==> config.mk <==
export PLATFORM = sky130hd
export DESIGN_NAME = ntt_pointwise_mul
export DESIGN_NICKNAME = d
export VERILOG_FILES = /design/src/rtl/ntt_pointwise_mul.sv
export SDC_FILE = /design/constraint.sdc
export NUM_CORES = 1
export LEC_CHECK = 0
export BUFFER_PORTS_ARGS = -buffer_cell sky130_fd_sc_hd__buf_2
export CORE_MARGIN = 2
export CORE_UTILIZATION = 30
export DETAILED_ROUTE_END_ITERATION = 10
export PLACE_DENSITY = 0.56
export SYNTH_ARGS = -nofsm -noshare
export SYNTH_HDL_FRONTEND = slang
export SYNTH_SLANG_ARGS = --single-unit
==> constraint.sdc <==
create_clock -name clk -period 7.7 [get_ports clk]
set_input_delay 0.385 -clock clk [delete_from_list [all_inputs] [get_ports clk]]
set_output_delay 0.385 -clock clk [all_outputs]
set_load 0.03 [all_outputs]
==> src/rtl/ntt_pointwise_mul.sv <==
// Pointwise modular multiply of two latched NTT-domain vectors.
// Accepts an a/b vector pair through a valid/ready handshake, then streams
// (a[i]*b[i]) mod Q for i = 0..N-1 with valid/ready backpressure.
// Each element takes three cycles: MUL, RED, then OUT until accepted.
// Optional range check on accepted coefficients: define NTT_PW_RANGE_CHECK_EN.
module ntt_pointwise_mul #(
  parameter int unsigned N = 8,
  parameter int unsigned W = 8,
  parameter int unsigned Q = 17,
  localparam int unsigned IW = (N > 1) ? $clog2(N) : 1
) (
  input  logic                clk,
  input  logic                rst,
  input  logic                in_valid,
  output logic                in_ready,
  input  logic [N-1:0][W-1:0] a,
  input  logic [N-1:0][W-1:0] b,
  output logic                out_valid,
  input  logic                out_ready,
  output logic [W-1:0]        out_data,
  output logic [IW-1:0]       out_idx,
  output logic                out_last,
  output logic                busy,
  output logic                err
);

  localparam logic [IW-1:0]  LastIdx = IW'(N - 1);
  localparam logic [2*W-1:0] QProd   = (2*W)'(Q);

  typedef enum logic [1:0] {StIdle, StMul, StRed, StOut} state_t;

  state_t              state_q;
  logic [N-1:0][W-1:0] a_q;
  logic [N-1:0][W-1:0] b_q;
  logic [IW-1:0]       idx_q;
  logic [2*W-1:0]      prod_q;
  logic [2*W-1:0]      mul_prod;

  // Full-width product of the currently selected coefficient pair.
  always_comb begin
    mul_prod = (2*W)'(a_q[idx_q]) * (2*W)'(b_q[idx_q]);
  end

  // Control FSM with registered handshake and stream outputs.
  always_ff @(posedge clk or posedge rst) begin
    if (rst) begin
      state_q   <= StIdle;
      a_q       <= '0;
      b_q       <= '0;
      idx_q     <= '0;
      prod_q    <= '0;
      in_ready  <= 1'b1;
      out_valid <= 1'b0;
      out_data  <= '0;
      out_idx   <= '0;
      out_last  <= 1'b0;
      busy      <= 1'b0;
    end else begin
      unique case (state_q)
        StIdle: begin
          if (in_valid) begin
            a_q      <= a;
            b_q      <= b;
            idx_q    <= '0;
            in_ready <= 1'b0;
            busy     <= 1'b1;
            state_q  <= StMul;
          end
        end
        StMul: begin
          prod_q  <= mul_prod;
          state_q <= StRed;
        end
        StRed: begin
          // Full-range reduction: latched operands may themselves be >= Q.
          out_data  <= W'(prod_q % QProd);
          out_idx   <= idx_q;
          out_last  <= (idx_q == LastIdx);
          out_valid <= 1'b1;
          state_q   <= StOut;
        end
        StOut: begin
          if (out_ready) begin
            out_valid <= 1'b0;
            if (idx_q == LastIdx) begin
              in_ready <= 1'b1;
              busy     <= 1'b0;
              state_q  <= StIdle;
            end else begin
              idx_q   <= idx_q + 1'b1;
              state_q <= StMul;
            end
          end
        end
        default: state_q <= StIdle;
      endcase
    end
  end

`ifdef NTT_PW_RANGE_CHECK_EN
  localparam logic [W-1:0] QCoef = W'(Q);

  logic range_bad;

  // Flags any incoming coefficient outside [0, Q).
  always_comb begin
    range_bad = 1'b0;
    for (int i = 0; i < N; i++) begin
      if (a[i] >= QCoef || b[i] >= QCoef) begin
        range_bad = 1'b1;
      end
    end
  end

  // Sticky error, sampled only on the accept edge.
  always_ff @(posedge clk or posedge rst) begin
    if (rst) begin
      err <= 1'b0;
    end else if (state_q == StIdle && in_valid && range_bad) begin
      err <= 1'b1;
    end
  end
`else
  assign err = 1'b0;
`endif

endmodule

Yosys cells after proc, flatten, opt, wreduce, memory -nomap -nowiden
Cells that the tools add are included.
{"block": "word_totals", "word_cells": 67, "in_bits": 132, "output_inout_bits": 16, "register_bits": 164}
{"block": "classes", "n_div": 1, "n_addsub": 1, "n_reduce_logical": 8, "n_eq_ne": 8, "multipliers": 1, "mux": 22, "magnitude_cmp": 1}
{"op": "8-bit binary-select mux with 3-bit select", "n": 2}
{"op": "16-bit by 5-bit modulo with 16-bit output, second input constant", "n": 1}
{"op": "8-bit by 8-bit multiplier with 16-bit output", "n": 1}
{"op": "8-bit two-way mux", "n": 2}
{"op": "3-bit two-way mux", "n": 3}
{"op": "1-bit two-way mux", "n": 8}
{"op": "2-bit inequality test, second input constant", "n": 4}
{"op": "2-bit case mux with 4 select lines", "n": 1}
{"op": "4-bit AND reduction", "n": 2}
{"op": "1-bit case mux with 2 select lines", "n": 3}
{"op": "3-bit case mux with 2 select lines", "n": 1}
{"op": "2-bit AND reduction", "n": 3}
{"op": "2-bit == test, second input constant", "n": 2}
{"op": "3-bit by 4-bit < comparator with 1-bit output, second input constant", "n": 1}
{"op": "2-bit two-way mux", "n": 2}
{"op": "2-bit nonzero test", "n": 2}
{"op": "3-bit by 1-bit adder with 3-bit output, second input constant", "n": 1}
{"op": "3-bit == test, second input constant", "n": 1}
{"op": "2-bit by 1-bit == test with 1-bit output, second input constant", "n": 1}
{"op": "2-bit logical NOT", "n": 1}

Logic depth before layout (Yosys ltp)
Gate-level depths: netlist of run 1.
{"block": "depth", "ltp_word": 4, "depth_mapped": 34, "ltp_nobuf": 30}

Worst setup path after synthesis of run 1
OpenSTA, ideal clock, no wires.
{"block": "synth_path", "path_type": "register -> register", "start": "register prod_q[11]", "end": "register out_data[2]", "setup_ps": 69, "setup_slack_ps": 24, "required_ps": 7631, "path_stages_with_launch": 33, "path_buffers": 2, "synth_period_minus_slack_ps": 7676, "t_arrival_ps": 7607, "path_cell_list": "dfrtp_1 buf_6 inv_1 a21oi_1 or4_4 or3_4 and2_4 buf_6 a22o_4 mux2_4 o211ai_4 nor4_2 mux2_4 a2111o_1 a2bb2oi_2 o221a_2 nand2_1 nor3_1 nor4_1 a21oi_1 inv_1 ha_1 a21oi_1 nor4b_2 o31ai_4 a211oi_4 xnor2_1 ha_1 nand4_1 mux2_4 a21o_1 or4_1 nand3_1"}
{"block": "synth_between", "elab_chain_len": 1}
{"item": "start, declared", "line": "36", "source": "logic [2*W-1:0] prod_q;"}
{"item": "start signal, assigned", "line": "71", "source": "prod_q <= mul_prod;"}
{"item": "16-bit by 5-bit modulo with 16-bit output", "line": "76", "source": "out_data <= W'(prod_q % QProd);"}
{"item": "end signal, assigned", "line": "76"}
{"item": "end, declared", "line": "20", "source": "output logic [W-1:0] out_data,"}
Every way passes these cells.
A chain may end at the register's enable or synchronous reset.

Worst setup path after layout of run 1
{"block": "layout_path", "start": "register prod_q[14]", "end": "register out_data[2]"}
Same word-level chain as after synthesis.

==> impl_metrics.py, run 1 <==
metrics = {
    "routing": {
        "drc": 0,
        "finalWirelength_um": 28440,
        "drtIter0Drc": 408,
        "wl_per_cell_um": 15.84,
        "first_pass_iters": 5,
        "ant_nets": 0,
        "vias_per_cell": 5.017,
        "vias": 9011,
    },
    "synthesis": {
        "synthTopCellsByArea": "dfrtp_1 (35%), mux2_2 (14%), fa_1 (6.2%)",
        "syn_nets": 1267,
        "synth_mux_area_share_pct": 22.15,
        "synth_compound_area_share_pct": 14.35,
        "avgSynthCellArea_um2": 11.13,
        "synth_largest_area_cell": "dfrtp_1",
        "synth_top_family_by_area": "multiplexers",
        "synth_xor_area_share_pct": 1.485,
        "ys_warn_count": 0,
        "synth.most_common_cell": "dfrtp_1",
        "synthSimpleGateAreaFrac_pct": 11.35,
        "synthFlopType": "dfrtp_1",
        "synth_fa_ha_area_share_pct": 11.26,
        "synth_edf_count": 0,
        "synthesis.area_um2": 11710,
        "synth.distinct_cells": 107,
        "async_reset_ff_share_pct": 100.0,
        "syn_inst": 1052,
        "synthTopCellsByCount": "dfrtp_1 (163), mux2_2 (146), inv_1 (75)",
        "ys_ff_latch": 164,
        "synth.top_cell.area_share_pct": 34.82,
        "yosysSeqAreaShare_pct": 35.05,
    },
    "final_layout": {
        "area_growth_pct": 24.19,
        "drive_gt1_share_pct": 43.16,
        "design_area_um2": 14550,
        "layout.nets": 1474,
    },
    "sta": {
        "slew_violations": 0,
        "hold_viol": 0,
        "whs_ns": 0.09226,
        "layout_min_cycle_time_ns": 7.487,
        "setup-tns-final_ns": 0,
        "slew_headroom_pct": 32.43,
        "min_period_over_period_pct": 97.23,
        "finalSetupViolCount": 0,
        "max_slew.worst_pin.slew_ns": 1.013,
        "finalClockSkew_ns": 0.01821,
        "fmax_mhz": 133.6,
    },
    "worst_setup_path": {
        "startpoint_type": "flop",
        "crit_top_cell": "buf_4",
        "crit_slowest_cell": "or4_4",
        "max_stage_delay_ns": 0.60,
        "worstPathRequired_ns": 8.08,
        "crit_path_end_kind": "flop",
        "cp_max_fo": 8,
        "path_class": "flop to flop",
        "cp.arrival_ns": 7.87,
    },
    "global_route": {
        "antenna_found_initial": 11,
        "grt_pass1_wl_um": 46800,
        "track_usage_pct": 13.93,
        "grt_pass1_vias": 9169,
        "grt_max_degree": 84,
        "grt_overflow": 0,
    },
    "die": {
        "num_io_pins": 148,
        "start_util_pct": 30.38,
        "core_area_um2": 38560,
        "die_h_um": 201.6,
        "die_area_um2": 40640,
        "rows": 72,
        "die_x_um": 201.6,
    },
    "clock_tree": {
        "cts_buffers": 17,
        "cts_sinks": 164,
        "cts.clk_slew.worst_paths_ns": 0.07,
        "ctsRootBufferMaster": "clkbuf_16",
        "clk_path_buf_depth": 2,
        "clkLatencyLatePin_ns": 0.44,
        "htreeDepth": 4,
        "cts_tree": "yes",
    },
    "flow_run": {
        "maxCapViolCount": 0,
    },
    "placement": {
        "placed_cell_area_um2": 13330,
        "dp_hpwl_um": 20890,
        "port_buffers": 146,
        "gp_congestion": 0.8529,
    },
    "hold_path": {
        "hp-class": "primary input to asynchronous set/reset pin",
    },
    "status": {
        "status": "completed",
    },
}
[cell type report]
class	instances	area, um2
fillers	3880	24010
multi-input cells	762	7477
flip-flops and latches	164	4113
repair buffers	237	1434
well taps	518	648.1
clock buffers	19	452.9
inverters	77	294.0
clock inverters	13	113.9
diodes	6	15.01
[worst max-delay path: cells and delay by family, from the launching register on]
family,cells,cell delay (ns)
and+or+nand+nor,10,2.61
AOI/OAI and AO/OA,13,2.53
buffers and inverters,5,0.72
DFF,1,0.46
adders and majority gates,2,0.39
xor gates and xnor gates,2,0.38
muxes,1,0.32
[registers in the layout, summed over array words and instances, names as in the netlist]
register and cells:
out_data 8, out_idx 3, a_q 64, busy 1, out_last 1, idx_q 3
in_ready 1, out_valid 1, prod_q 16, state_q 2, b_q 64
[per-layer routing]
| metal | GRT usage (%) | routed length [um] | vias up |
|---|---|---|---|
| met2 | 23.68 | 13800 | 174 |
| met1 | 17.34 | 12610 | 4498 |
| li1 | - | - | 4299 |
| met3 | 4.130 | 1638 | 32 |
| met4 | 3.414 | 340 | 8 |
| met5 | 0 | 51 | - |
[repair_timing]
item / 4_1_cts / 5_1_grt
gates resized for setup: 7 / 70
hold buffers: 0 / 0
setup endpoints to repair: 7 / 8
pin swaps: 1 / 36
buffers inserted: 2 / 30
[stage by stage]
stage	std cells	worst slack [ns]	util, %
final	1796	0.2135	37.73
after global routing	1793	-0.1423	37.71
after CTS	1760	0.03513	36.17
after detailed placement	1726	-0.1358	34.58
after global placement	1726	0.09430	34.58
after floorplan	1052	0.02425	-
[cell families (layout without fill, tap and decap cells)]
group | count (synthesis) | after routing
AND/OR/NAND/NOR | 244 | 244
AO/OA/AOI/OAI | 215 | 215
multiplexers | 199 | 199
flip-flops | 164 | 164
buffers and inverters | 126 | 346
adder cells (fa/ha/maj) | 84 | 84
XOR/XNOR | 19 | 19
other | 1 | 7
[worst paths after layout]
| path | startpoint | endpoint | slack (ns) | cells past startpoint |
|---|---|---|---|---|
| worst max-delay path | prod_q[14] | out_data[2] | 0.21 | 33 |
| worst min-delay path | rst | a_q[44] | 0.09 | 2 |
| worst max register to register | prod_q[14] | out_data[2] | 0.21 | 33 |
| worst min register to register | out_data[0] | out_data[0] | 0.50 | 2 |
| max in group asynchronous | rst | a_q[15] | 6.06 | 3 |
| min in group clk | b[56] | b_q[56] | 0.18 | 2 |
[placed cells by master, fill, tap and decap left out, types with 7 or more instances in the layout]
master     instances
or2_2              8
a21o_1             8
clkbuf_16         17
o211ai_1          10
nand3_1           10
inv_1             74
mux2_2           146
nor2b_1           12
a22o_1             8
fa_1              36
dfrtp_1          157
and2_1             7
a21oi_1           37
o21ai_0           32
o21bai_1           7
nand4_1           11
o21a_1             8
mux4_2            32
nand2b_1          22
a31oi_1            8
mux2i_1           15
xnor2_1           12
ha_1              45
and3_1             7
buf_4             85
nor3_1            16
nor2_1            58
nand2_1           44
buf_2            146
Power of run 1 is left out: the tool's default activity adds up to more than one toggle a clock period on the data nets, which glitch-free logic cannot reach.
==> run 2: changes to the inputs <==
--- a/config.mk
+++ b/config.mk
@@ -5,11 +5,13 @@
 export SDC_FILE = /design/constraint.sdc
 export NUM_CORES = 1
 export LEC_CHECK = 0
+export ABC_AREA = 1
 export BUFFER_PORTS_ARGS = -buffer_cell sky130_fd_sc_hd__buf_2
 export CORE_MARGIN = 2
 export CORE_UTILIZATION = 30
 export DETAILED_ROUTE_END_ITERATION = 10
-export PLACE_DENSITY = 0.56
+export PLACE_DENSITY = 0.57
+export SLEW_MARGIN = 30
 export SYNTH_ARGS = -nofsm -noshare
 export SYNTH_HDL_FRONTEND = slang
 export SYNTH_SLANG_ARGS = --single-unit
==> run 2 against run 1 <==
Against the previous run: critical endpoint unchanged; clock skew fell by 0.0012 ns; first-iteration DRC count increased by 7.6%; largest cell class unchanged; highest routed layer unchanged; hold slack improved by 0.075 ns.
==> impl_metrics.py, run 2 <==
metrics = {
    "status": {
        "status": "completed",
    },
    "die": {
        "start_util_pct": 30.25,
        "die_area_um2": 39370,
        "die_x_um": 198.4,
        "num_io_pins": 148,
        "core_area_um2": 37490,
        "rows": 71,
        "die_h_um": 198.4,
    },
    "synthesis": {
        "synth.top_cell.area_share_pct": 35.97,
        "synthFlopType": "dfrtp_1",
        "synth_largest_area_cell": "dfrtp_1",
        "yosysSeqAreaShare_pct": 36.20,
        "syn_nets": 1549,
        "synthTopCellsByCount": "nand2_1 (208), inv_1 (167), dfrtp_1 (163)",
        "synthesis.area_um2": 11340,
        "synth.most_common_cell": "nand2_1",
        "synthTopCellsByArea": "dfrtp_1 (36%), mux2_2 (11%), nand2_1 (6.9%)",
        "syn_inst": 1334,
        "ys_ff_latch": 164,
        "ys_warn_count": 0,
        "synth.distinct_cells": 51,
        "avgSynthCellArea_um2": 8.500,
        "synth_edf_count": 0,
        "async_reset_ff_share_pct": 100.0,
    },
    "worst_setup_path": {
        "crit_path_end_kind": "flop",
        "max_stage_delay_ns": 0.43,
        "worstPathRequired_ns": 8.03,
        "startpoint_type": "flop",
        "crit_buf_inv": 3,
        "cp_top_family": "simple AND/OR/NAND/NOR gates",
        "cp.arrival_ns": 7.23,
        "crit_slowest_cell": "dfrtp_1",
        "path_class": "flop to flop",
        "cp_max_fo": 8,
        "crit_top_cell": "nand2_2",
        "reg2reg_setup_slack_ns": 0.80,
    },
    "sta": {
        "min_period_over_period_pct": 89.61,
        "layout_min_cycle_time_ns": 6.900,
        "hold_viol": 0,
        "max_slew.worst_pin.slew_ns": 0.8112,
        "slew_violations": 0,
        "finalSetupViolCount": 0,
        "slew_headroom_pct": 45.35,
        "fmax_mhz": 144.9,
        "finalClockSkew_ns": 0.01704,
    },
    "clock_tree": {
        "cts_buffers": 17,
        "cts_tree": "yes",
        "cts.clk_slew.worst_paths_ns": 0.07,
        "cts_sinks": 164,
        "htreeDepth": 4,
        "clk_path_buf_depth": 2,
        "clkLatencyLatePin_ns": 0.44,
        "ctsRootBufferMaster": "clkbuf_16",
    },
    "global_route": {
        "track_usage_pct": 14.43,
        "grt_pass1_vias": 9318,
        "grt_overflow": 0,
        "grt_max_degree": 83,
        "antenna_found_initial": 11,
        "grt_pass1_wl_um": 45510,
    },
    "flow_run": {
        "maxCapViolCount": 0,
    },
    "routing": {
        "vias_per_cell": 4.572,
        "wl_met1_um": 12370,
        "finalWirelength_um": 27480,
        "dr_wl_met2_um": 13130,
        "drtIter0Drc": 439,
        "first_pass_iters": 4,
        "wl_met3_um": 1632,
        "ant_nets": 0,
        "vias": 9162,
        "wl_per_cell_um": 13.71,
        "top_layer": "met5",
        "drc": 0,
    },
    "placement": {
        "dp_hpwl_um": 20800,
        "gp_congestion": 0.8307,
        "port_buffers": 146,
        "placed_cell_area_um2": 12660,
    },
    "final_layout": {
        "area_growth_pct": 18.00,
        "largestRegisters": "a_q: 64 flops, b_q: 64 flops, prod_q: 16 flops",
        "final_common_cell": "nand2_1",
        "design_area_um2": 13380,
        "mostFrequentLayoutCells": "nand2_1 (204), inv_1 (165), dfrtp_1 (160), buf_2 (146), nor2_1 (129)",
        "nFillCells": 3984,
        "drive_gt1_share_pct": 28.92,
        "layout.nets": 1689,
    },
    "hold_path": {
        "hp-class": "primary input to flop",
    },
}
run 2: cell types whose count changed in the layout (fill, tap and decap cells not counted), moves of 32 or more:
cell | before | now
buf_4 | 85 | 18
inv_1 | 74 | 165
mux2_2 | 146 | 111
mux4_2 | 32 | 0
nand2_1 | 44 | 204
nand2_2 | 1 | 50
nand3_1 | 10 | 56
nor2_1 | 58 | 129
o21ai_0 | 32 | 125
run 2: per-stage QoR:
step / TNS, ns / hold slack (ns) / setup slack [ns] / instances / utilization (%)
floorplan: 0 / 0.4503 / 1.507 / 1334 / -
global placement: 0 / 0.4317 / 1.056 / 1960 / 33.76
detailed placement: 0 / 0.4417 / 0.7364 / 1960 / 33.76
CTS: 0 / 0.1419 / 0.7306 / 1993 / 35.38
global route: -0.02878 / 0.1429 / -0.02878 / 2001 / 35.67
finish: 0 / 0.1676 / 0.7997 / 2004 / 35.69
run 2: cells by family after synthesis:
family	after synthesis	share of synthesized area, %
AND/OR/NAND/NOR	505	21.28
buffers and inverters	229	7.735
AO/OA/AOI/OAI	220	10.56
flip-flops	164	36.20
multiplexers	111	11.02
adder cells (fa/ha/maj)	83	11.54
XOR/XNOR	21	1.622
other	1	0.03307
run 2: metal layers:
layer,global-route usage (%),up-vias
li1,-,4614
met1,18.07,4356
met2,24.21,150
met3,4.781,30
met4,3.096,12
met5,0,-
run 2: what timing repair did:
action                     in CTS  in global routing
hold buffers                    1                  0
setup buffers                   0                  5
hold endpoints to repair       32                  0
gates resized for setup         0                 16
setup endpoints to repair       0                  8
run 2: path summary, 6_finish.rpt:
| kind | from | endpoint | cells after the start |
|---|---|---|---|
| setup / recovery | prod_q[12] | out_data[2] | 63 |
| hold / removal | a[29] | a_q[29] | 2 |
| setup reg to reg | prod_q[12] | out_data[2] | 63 |
| hold reg to reg | out_last | out_last | 2 |
| max in group asynchronous | rst | a_q[5] | 5 |
| min in group asynchronous | rst | a_q[60] | 3 |
run 2: layout make-up:
type,count,area (um2),share of cell area (%)
Multi-Input combinational cell,941,6425,48.02
Sequential cell,164,4109,30.71
Timing Repair Buffer,166,895.9,6.695
Inverter,184,698.2,5.218
Tap cell,511,639.4,4.778
Clock buffer,19,452.9,3.385
Clock inverter,13,145.1,1.085
Antenna cell,6,15.01,0.1122
Power of run 2 is left out for the same reason.
==> run 3: changes to the inputs <==
--- a/config.mk
+++ b/config.mk
@@ -9,8 +9,9 @@
 export BUFFER_PORTS_ARGS = -buffer_cell sky130_fd_sc_hd__buf_2
 export CORE_MARGIN = 2
 export CORE_UTILIZATION = 30
+export CTS_CLUSTER_DIAMETER = 200
 export DETAILED_ROUTE_END_ITERATION = 10
-export PLACE_DENSITY = 0.57
+export PLACE_DENSITY = 0.55
 export SLEW_MARGIN = 30
 export SYNTH_ARGS = -nofsm -noshare
 export SYNTH_HDL_FRONTEND = slang
==> constraint.sdc (replaced) <==
create_clock -name clk -period 7.4 [get_ports clk]
set_input_delay 0.37 -clock clk [delete_from_list [all_inputs] [get_ports clk]]
set_output_delay 0.37 -clock clk [all_outputs]
set_load 0.03 [all_outputs]
==> run 3 against run 2 <==
Against the previous run: worst setup slack worse by 0.21 ns; clock skew up 0.0097 ns; count of clock-buffer cells in the layout unchanged; global-route usage up 0.26 points; flip-flop and latch count unchanged; first-iteration DRC count up 9.3%; critical endpoint is now out_data[3]; largest cell class unchanged.
==> impl_metrics.py, run 3 (synthesized netlist as in run 2, its figures left out) <==
metrics = {
    "worst_setup_path": {
        "cp_max_fo": 8,
        "path_class": "flop to flop",
        "crit_path_end_kind": "flop",
        "cp.arrival_ns": 7.16,
        "max_stage_delay_ns": 0.43,
        "crit_top_cell": "nand2_1",
        "worstPathRequired_ns": 7.75,
        "startpoint_type": "flop",
        "crit_slowest_cell": "dfrtp_1",
    },
    "flow_run": {
        "maxCapViolCount": 0,
    },
    "placement": {
        "dp_cells": 1957,
        "place_ws_ns": 0.3873,
        "port_buffers": 146,
        "gp_congestion": 0.8176,
        "dp_hpwl_um": 20710,
    },
    "clock_tree": {
        "cts_tree": "yes",
        "cts_buffers": 17,
        "clkLatencyLatePin_ns": 0.46,
        "ctsRootBufferMaster": "clkbuf_16",
        "cts.clk_slew.worst_paths_ns": 0.07,
        "cts_sinks": 164,
        "htreeDepth": 4,
        "clk_path_buf_depth": 2,
    },
    "die": {
        "rows": 71,
        "die_area_um2": 39370,
        "die_h_um": 198.4,
        "core_area_um2": 37490,
        "start_util_pct": 30.25,
        "die_x_um": 198.4,
        "num_io_pins": 148,
    },
    "routing": {
        "wl_met1_um": 12500,
        "wl_per_cell_um": 13.93,
        "dr_wl_met2_um": 13450,
        "finalWirelength_um": 28190,
        "ant_nets": 0,
        "drtIter0Drc": 480,
        "vias_per_cell": 4.601,
        "vias": 9308,
        "first_pass_iters": 5,
        "wl_met3_um": 1601,
        "top_layer": "met5",
        "drc": 0,
    },
    "sta": {
        "hold_viol": 0,
        "worst_slack_ns": 0.5901,
        "slew_headroom_pct": 42.34,
        "max_slew.worst_pin.slew_ns": 0.8648,
        "min_period_over_period_pct": 92.03,
        "fmax_mhz": 146.8,
        "layout_min_cycle_time_ns": 6.810,
        "finalClockSkew_ns": 0.02669,
        "slew_violations": 0,
        "finalSetupViolCount": 0,
    },
    "final_layout": {
        "drive_gt1_share_pct": 31.01,
        "largestRegisters": "a_q: 64 flops, b_q: 64 flops, prod_q: 16 flops",
        "layout.nets": 1708,
        "final-instance-count-excl-fill": 2023,
        "mostFrequentLayoutCells": "nand2_1 (197), inv_1 (164), dfrtp_1 (160), buf_2 (146), nor2_1 (126)",
        "area_growth_pct": 21.23,
        "final_common_cell": "nand2_1",
        "utilization_pct": 36.67,
    },
    "status": {
        "status": "completed",
    },
    "global_route": {
        "track_usage_pct": 14.69,
        "antenna_found_initial": 14,
        "grt_max_degree": 88,
        "grt_pass1_wl_um": 46060,
        "grt_pass1_vias": 9411,
        "grt_overflow": 0,
    },
    "hold_path": {
        "hp-class": "primary input to asynchronous set/reset pin",
    },
}
run 3: changes by cell type in the layout (fill, tap and decap cells not counted), sizes merged:
cell,change
clkinv,-3
buf,+20
dlygate4sd3,-1
inv,+4
clkinvlp,-1
run 3: path summary, 6_finish.rpt:
| path | from | to | slack, ns | depth (start not counted) |
|---|---|---|---|---|
| worst max-delay path | prod_q[11] | out_data[3] | 0.59 | 55 |
| worst min-delay path | rst | a_q[60] | 0.08 | 2 |
| worst max register to register | prod_q[11] | out_data[3] | 0.59 | 55 |
| worst min register to register | out_data[3] | out_data[3] | 0.48 | 2 |
| max in group asynchronous | rst | idx_q[0] | 6.04 | 3 |
| min in group clk | a[24] | a_q[24] | 0.14 | 2 |
run 3: area by class of cell:
class                      count  area, um2
multi-input combinational    941       6586
tap                          511      639.4
clock buffer                  19      442.9
clock inverter                13      158.9
inverter                     184      698.2
sequential                   164       4109
antenna                        6      15.01
timing repair buffer         185       1097
fill                        3909      23740
run 3: timing repair:
item / 4_1_cts / 5_1_grt
gates resized for setup: 0 / 53
hold buffers: 0 / 0
endpoints found under the setup margin: 0 / 8
setup buffers: 0 / 27
run 3: layer usage:
layer	track usage [%]	vias to the layer above
li1	-	4660
met1	17.96	4436
met2	24.68	151
met3	4.747	45
met4	4.422	16
met5	0	-
run 3: worst max-delay path, delay by kind of cell (launching register included):
family	cells	cell delay, ns
simple gates	41	4.03
fa+ha+maj	2	0.30
buf+inv	6	0.60
compound gates	6	1.36
flops	1	0.43
run 3: metrics by stage:
stage,hold slack [ns],setup TNS (ns),instance area [um2]
finish,0.07691,0,13750
global route,0.1337,-0.1572,13740
CTS,0.1315,0,13270
detailed placement,0.4695,0,12660
global placement,0.4620,0,12660
floorplan,0.4503,0,11340
Power of run 3 is left out for the same reason.
